===== config.mk =====
export PLATFORM = sky130hd
export DESIGN_NAME = masked_subbytes_seq
export DESIGN_NICKNAME = d
export VERILOG_FILES = /design/src/rtl/masked_subbytes_seq.sv
export SDC_FILE = /design/constraint.sdc
export NUM_CORES = 1
export LEC_CHECK = 0
export CAP_MARGIN = 10
export CORE_AREA = 2 2 214 216
export DETAILED_ROUTE_END_ITERATION = 16
export DIE_AREA = 0 0 216 218
export GPL_ROUTABILITY_DRIVEN = 0
export GPL_TIMING_DRIVEN = 0
export HOLD_SLACK_MARGIN = 0.05
export PLACE_DENSITY = 0.74
export SLEW_MARGIN = 0
export SYNTH_ARGS = -nofsm -noshare
export SYNTH_HDL_FRONTEND = slang
export SYNTH_SLANG_ARGS = --single-unit

===== constraint.sdc =====
create_clock -name ClkxCI -period 3.9 [get_ports ClkxCI]
set_input_delay 0.78 -clock ClkxCI [delete_from_list [all_inputs] [get_ports ClkxCI]]
set_output_delay 0.78 -clock ClkxCI [all_outputs]
set_load 0.03 [all_outputs]

===== src/rtl/masked_subbytes_seq.sv =====
// Byte-serial sequencer around an external masked, pipelined AES S-box: feeds one shared
// byte per cycle, writes the S-box results back in place and returns the shared SubBytes state.
module masked_subbytes_seq #(
   parameter int SHARES   = 2,
   parameter int SBOX_LAT = 4
) (
   input  logic                    ClkxCI,
   input  logic                    RstxBI,
   input  logic [128*SHARES-1:0]   StatexDI,
   input  logic                    InValidxSI,
   output logic                    InReadyxSO,
   output logic [128*SHARES-1:0]   StatexDO,
   output logic                    OutValidxSO,
   input  logic                    OutReadyxSI,
   output logic [8*SHARES-1:0]     SboxInxDO,
   input  logic [8*SHARES-1:0]     SboxOutxDI,
   output logic                    RandEnxSO,
   output logic                    BusyxSO
);

   localparam int SW = 128 * SHARES;

   if (SHARES < 2) begin : g_bad_shares
      $error("masked_subbytes_seq: SHARES must be at least 2");
   end
   if (SBOX_LAT < 1) begin : g_bad_lat
      $error("masked_subbytes_seq: SBOX_LAT must be at least 1");
   end

   typedef enum logic [1:0] {
      IDLE  = 2'd0,
      FEED  = 2'd1,
      DRAIN = 2'd2,
      DONE  = 2'd3
   } fsm_e;

   fsm_e                fsm_q, fsm_d;
   logic [3:0]          feed_cnt_q, feed_cnt_d;
   logic [3:0]          cap_cnt_q, cap_cnt_d;
   logic [SBOX_LAT-1:0] tag_q, tag_d;
   logic [SW-1:0]       state_q, state_d;

   logic                load;
   logic                feed;
   logic                capture;

   // Control: one byte enters the S-box per FEED cycle; a tag marks it through the pipeline.
   always_comb begin : fsm_comb
      // NOTE: every signal gets a default before the case so no path leaves it unassigned (no latch).
      fsm_d       = fsm_q;
      feed_cnt_d  = feed_cnt_q;
      cap_cnt_d   = cap_cnt_q;
      load        = 1'b0;
      feed        = 1'b0;
      capture     = tag_q[SBOX_LAT-1];
      InReadyxSO  = 1'b0;
      OutValidxSO = 1'b0;
      RandEnxSO   = 1'b0;
      BusyxSO     = 1'b0;

      if (capture) begin
         cap_cnt_d = cap_cnt_q + 4'd1;
      end

      case (fsm_q)
         IDLE: begin
            InReadyxSO = 1'b1;
            if (InValidxSI) begin
               load       = 1'b1;
               feed_cnt_d = 4'd0;
               cap_cnt_d  = 4'd0;
               fsm_d      = FEED;
            end
         end
         FEED: begin
            feed       = 1'b1;
            RandEnxSO  = 1'b1;
            BusyxSO    = 1'b1;
            feed_cnt_d = feed_cnt_q + 4'd1;
            if (feed_cnt_q == 4'd15) begin
               fsm_d = DRAIN;
            end
         end
         DRAIN: begin
            BusyxSO = 1'b1;
            if (capture && (cap_cnt_q == 4'd15)) begin
               fsm_d = DONE;
            end
         end
         DONE: begin
            OutValidxSO = 1'b1;
            if (OutReadyxSI) begin
               fsm_d = IDLE;
            end
         end
         default: begin
            fsm_d = IDLE;
         end
      endcase
   end

   always_comb begin : tag_comb
      tag_d[0] = feed;
      for (int j = 1; j < SBOX_LAT; j++) begin
         tag_d[j] = tag_q[j-1];
      end
   end

   // Share-wise datapath: each share's byte lane is selected and written independently.
   always_comb begin : state_comb
      state_d = state_q;
      if (load) begin
         state_d = StatexDI;
      end else if (capture) begin
         for (int i = 0; i < SHARES; i++) begin
            state_d[128*i + 8*int'(cap_cnt_q) +: 8] = SboxOutxDI[8*i +: 8];
         end
      end
   end

   always_comb begin : sbox_in_comb
      SboxInxDO = '0;
      if (fsm_q == FEED) begin
         for (int i = 0; i < SHARES; i++) begin
            SboxInxDO[8*i +: 8] = state_q[128*i + 8*int'(feed_cnt_q) +: 8];
         end
      end
   end

   assign StatexDO = (fsm_q == DONE) ? state_q : '0;

   always_ff @(posedge ClkxCI or negedge RstxBI) begin : ctrl_ff
      if (!RstxBI) begin
         fsm_q      <= IDLE;
         feed_cnt_q <= 4'd0;
         cap_cnt_q  <= 4'd0;
         tag_q      <= '0;
      end else begin
         // NOTE: non-blocking so every register samples the pre-edge value of its neighbours.
         fsm_q      <= fsm_d;
         feed_cnt_q <= feed_cnt_d;
         cap_cnt_q  <= cap_cnt_d;
         tag_q      <= tag_d;
      end
   end

   // NOTE: the shared state register has no reset; it is only exposed in DONE, after a full reload.
   always_ff @(posedge ClkxCI) begin : state_ff
      state_q <= state_d;
   end

endmodule


# After elaboration in Yosys (flattened, before gate mapping)
# Cells that the tools add are included.
[word_totals]
out_inout_bits = 276
regBits = 270
inputBits = 276
word_cells = 55
[op_classes]
reduce_logical = 7
eq_ne = 9
addsub = 6
n_mux = 22
shift = 6
[ops]
columns = ["operator", "n"]
rows = [
  ["2-to-1 mux 256 bit", 3],
  ["bitwise mux 256 bit", 2],
  ["variable shift 8 x 33 -> 256 bit (first input constant)", 2],
  ["variable part select 8 x 33 -> 256 bit", 2],
  ["variable part select 256 x 10 -> 8 bit", 1],
  ["variable part select 256 x 8 -> 8 bit", 1],
  ["negator 7 -> 33 bit", 1],
  ["negator 9 -> 33 bit", 1],
  ["adder 8 x 7 -> 9 bit (first input constant)", 2],
  ["2-to-1 mux 16 bit", 1],
  ["2-to-1 mux 4 bit", 4],
  ["adder 4 x 1 -> 4 bit (second input constant)", 2],
  ["== test 4 bit (second input constant)", 2],
  ["2-to-1 mux 2 bit", 4],
  ["!= test 2 bit (second input constant)", 4],
  ["case mux 2 bit (4 select lines)", 1],
  ["case mux 4 bit (2 select lines)", 1],
  ["2-to-1 mux 1 bit", 6],
  ["== test 2 bit (second input constant)", 2],
  ["AND reduction 4 bit", 1],
  ["nonzero test 2 bit", 2],
  ["== test 2 x 1 -> 1 bit (second input constant)", 1],
  ["logical NOT 2 bit", 1],
  ["AND reduction 2 bit", 1],
  ["2 further kinds", 2],
]

# Logic depth before layout (Yosys ltp)
[depth]
ltp_word = 6
depth_mapped = 10
ltp_nobuf = 6

# Worst setup path before layout
# Ideal clock, no wire load.
[synth_timing]
path_type = "flip-flop to flip-flop"
from = "register cap_cnt_q[0] (netlist name)"
to = "register state_q[168], enable pin"
setup_time_ns = 0.384
required_ns = 3.516
path_buffers = 4
synth_period_minus_slack_ns = 3.002
path_slack_ns = 0.898
t_arrival_ns = 2.618
stages_incl_launch_ff = 11
path_cell_list = "dfrtp_1 -> buf_2 -> inv_1 -> ha_1 -> buf_4 -> nand2b_1 -> buf_2 -> a21o_1 -> buf_2 -> o31a_1 -> o21ai_0"
[synth_rtl]
columns = ["element", "line", "source"]
rows = [
  ["end signal: assignment", "149", "state_q <= state_d;"],
  ["end: declaration", "41", "logic [SW-1:0] state_q, state_d;"],
]

# Worst setup path in the final report
[layout_timing]
from = "register feed_cnt_q[2]"
to = "output port SboxInxDO[13]"
[layout_between]
elab_chain_cells = 3
[layout_lines]
columns = ["element", "line", "source"]
rows = [
  ["start: declaration", "38", "logic [3:0] feed_cnt_q, feed_cnt_d;"],
  ["start signal: assignment", "141", "feed_cnt_q <= feed_cnt_d;"],
  ["adder 8 x 7 -> 9 bit", "125", "SboxInxDO[8*i +: 8] = state_q[128*i + 8*int'(feed_cnt_q) +: 8];"],
  ["variable part select 256 x 10 -> 8 bit", "125", ""],
  ["2-to-1 mux 16 bit", "123", "if (fsm_q == FEED) begin"],
  ["end: declaration", "15", "output logic [8*SHARES-1:0] SboxInxDO,"],
]
# Every way passes these cells.

==> summary.md <==
| Metric | Value |
|---|---|
| Syn Inst Count | approximately 1600 |
| Synth cell types | 61 |
| Clock group share of total power | between 40 and 50% |
| Most frequent cells in the layout | clkdlybuf4s50_1 (535), and2_1 (268), edfxtp_1 (256) |
| Yosys warns | 0 |
| Pleak | slightly above 0.008 uW |
| Share of layout cells above drive strength 1 | under 10% |
| Post-layout util | 54.01% |
| P_sw | approximately 1500 uW |
| RSZ-0062 raised after global routing | no |
| Row cnt | 78 |
| Core Footprint | between 40000 and 50000 um2 |
| Status | complete, but fails checks |
| All-Layer GR Usage | between 30% and 40% |
| TritonCTS clock tree | done |
| Internal power | 4966 uW |
| Setup TNS Final | -0.06021 ns |
| Max_cap viols | 1 |
| Required @ worst endpoint | 3.12 ns |
| Later-pin clock latency in the skew report | 0.59 ns |
| Final Instance Area | 24250 um2 |
| Final hold slack | 0.3516 ns |
| Die height | 218 um |
| Post-synthesis adder-cell area fraction | less than 1% |
| Syn nets | between 1500 and 2000 |
| Final #Nets | 2491 |
| Worst setup margin | -0.03997 ns |
| Xor-xnor portion of the synthesized cell area | less than 1% |
| Post-DP HPWL | between 70000 and 80000 um |
| CTS sink cnt | 270 |
| Cell Area, Synth | 16750 um2 |
| Failing checks | capacitance limit, setup timing |
| Largest net degree at the start of global routing | 16 |
| #FFs+latches synth | 270 |
| Number of port buffers | 551 |
| Seq pwr share | 48.5% |
| Worst-Margin Slew | roughly 1.5 ns |
| CTS clk-pin slew, worst paths | around 0.060 ns |
| # H-tree levels | 1 |
| Final Total Pwr | 6443 uW |
| Logic pwr share | 7.0% |
| Post-synth ARST share | under 10% |
| DRT iter0 DRCs | 3212 |
| Post-synth top area cell | edfxtp_1 |
| Endpoints failing setup | 2 |
| Die area | roughly 47000 um2 |
| Slew HR | under 10% |
| Remaining Overflow, GRT | 0 |
| Max clock buf depth | 3 |
| Via density | between 6 and 7 |
| Switching share of power | 22.93% |
| Most common cell after layout, fill and taps aside | clkdlybuf4s50_1 |
| Simple-gate share of the synthesized area | approximately a fifth |
| WP data arrival | approximately 3.2 ns |
| Vias in the first global route | 17250 |
| Mean Syn Cell Area | 10.45 um2 |
| Top cell type's share of synthesized area | about 46% |
| Global-route wire length before repair | 123800 um |
| Fin crit share | 101.0% |
| Mux cell area share after synthesis | around 8.6% |
| DRC | 0 |
| Max-slew violations | 0 |
| Final hold violations | 0 |
| Synth-to-Final Area Change | 44.79% |
| Via count | roughly 18000 |
| Startpoint Class | flop |
| CTS buffer count | 29 |
| Seq/Total Area, Yosys | 48.00% |
| CTS Hold Buffers Added | 0 |
| CP Max Fanout | 10 |
| WL per Instance | 32.22 um |
| Setup CP Type | reg2out |
| Area after DPL | 23100 um2 |
| HP Class | reg2reg |
| VDD IR max | between 0.3 and 0.4 mV |
| Final wirelength | 91400 um |
| Largest family of logic cells by synthesized area | simple AND/OR/NAND/NOR gates |
| # IOs | around 550 |
| CP endpoint kind | output port |
| Filler cells | approximately 4000 |
| Initial core utilization | between 30% and 40% |
| Compound-gate portion of the synthesized area | a little under a fifth |
| Prevailing post-synth register cell | edfxtp_1 |
| EDFF count, synth | around 260 |
| Total iterations of the first detailed-routing run | 7 |
| Max Clk Rate | 253.8 MHz |
| Synth top area cells | edfxtp_1 (46%), and2_1 (10%), mux4_2 (4.6%), mux2i_1 (3.9%), a22o_1 (3.7%) |
| Root buffer cell | clkbuf_16 |
| Die X | about 220 um |
| Final min period | ~3.9 ns |
| ANT nets after route | 0 |
| PwrDens | approximately 270 nW/um2 |
| Layout Skew | between 0.015 and 0.02 ns |
| Initial antenna violation count | 14 |
==> cell families (layout without fill, tap and decap cells) <==
kind of cell,Yosys count,count (layout)
simple gates,632,632
compound gates,416,416
flops,270,270
buf+inv,165,788
mux,101,101
fa+ha+maj,12,12
xor+xnor,6,6
other cells,0,12
==> power by group through the flow <==
stage	Combinational, uW	Sequential (uW)	Clock, uW
finish	450	3130	2870
global route	454	3120	2950
floorplan	52.4	3190	0
detailed placement	432	3190	0
CTS	435	3130	2840
global placement	431	3190	0
==> synth_stat cells (all sizes together), types with 4 or more instances <==
| cell | n |
|---|---|
| a32oi | 33 |
| a21oi | 42 |
| a211oi | 6 |
| a31oi | 11 |
| and3 | 5 |
| nand3 | 44 |
| nand2b | 16 |
| a32o | 25 |
| and2 | 269 |
| mux4 | 34 |
| nand2 | 158 |
| clkbuf | 107 |
| edfxtp | 256 |
| buf | 47 |
| nor2b | 6 |
| nor2 | 100 |
| a221oi | 12 |
| a22o | 71 |
| a2bb2oi | 14 |
| xnor2 | 4 |
| mux2i | 66 |
| o21ai | 113 |
| a22oi | 42 |
| o211ai | 7 |
| nand4 | 4 |
| dfrtp | 14 |
| ha | 12 |
| nor3 | 14 |
| inv | 10 |
| a221o | 7 |
| o31ai | 21 |
| or3 | 5 |
==> repair_timing <==
item / CTS / global route
setup endpoints to repair: 170 / 75
pin swaps: 0 / 1
endpoints found under the hold margin: 0 / 0
resized for setup: 62 / 27
buffers inserted: 0 / 1
==> path summary, 6_finish.rpt <==
| check | cells past startpoint | start | end | slack, ns |
|---|---|---|---|---|
| worst max-delay path | 6 | feed_cnt_q[2] | SboxInxDO[13] | -0.04 |
| worst min-delay path | 0 | tag_q[0] | tag_q[1] | 0.35 |
| worst max register to register | 7 | cap_cnt_q[0] | state_q[203] | 0.23 |
| worst min register to register | 0 | tag_q[0] | tag_q[1] | 0.35 |
| max in group asynchronous | 1 | RstxBI | feed_cnt_q[1] | 2.84 |
| min in group asynchronous | 1 | RstxBI | cap_cnt_q[0] | 0.61 |
==> layout make-up <==
cell class	instances	area, um2	area share [%]
Inverter	11	42.54	0.1755
Buffer	153	716.9	2.957
Antenna cell	12	30.03	0.1239
Multi-Input combinational cell	1167	8077	33.31
Clock buffer	31	733.2	3.024
Timing Repair Buffer	571	5633	23.23
Tap cell	600	750.7	3.096
Sequential cell	270	8038	33.15
Clock inverter	22	225.2	0.9289
==> layer usage <==
| metal | vias up | GRT usage (%) | share of wire (%) |
|---|---|---|---|
| met3 | 390 | 12.25 | 14 |
| met5 | - | 0 | 0.12 |
| met4 | 8 | 21.71 | 6.9 |
| li1 | 7197 | - | - |
| met2 | 1789 | 56.62 | 44 |
| met1 | 8536 | 45.91 | 35 |
==> per-stage QoR <==
step,instances,worst slack [ns]
5_1_grt,2832,0.001654
3_3_place_gp,2753,-0.2307
2_1_floorplan,1602,0.8977
6_report,2837,-0.03997
4_1_cts,2819,0.01066
3_5_place_dp,2767,-0.1884
==> registers in the layout (all words and copies together) (netlist names) <==
| signal | flops |
|---|---|
| state_q | 256 |
| tag_q | 4 |
| feed_cnt_q | 4 |
| cap_cnt_q | 4 |
| fsm_q | 2 |
==> critical path, cell delays in order, from the launching register on <==
cell and delay, ns:
dfrtp_1 0.57, nor2b_1 0.27, clkbuf_2 0.37, a22oi_2 0.45, a22oi_1 0.17, o211ai_1 0.32, dlygate4sd2_1 0.44
Power figures use the tool's default switching activity.
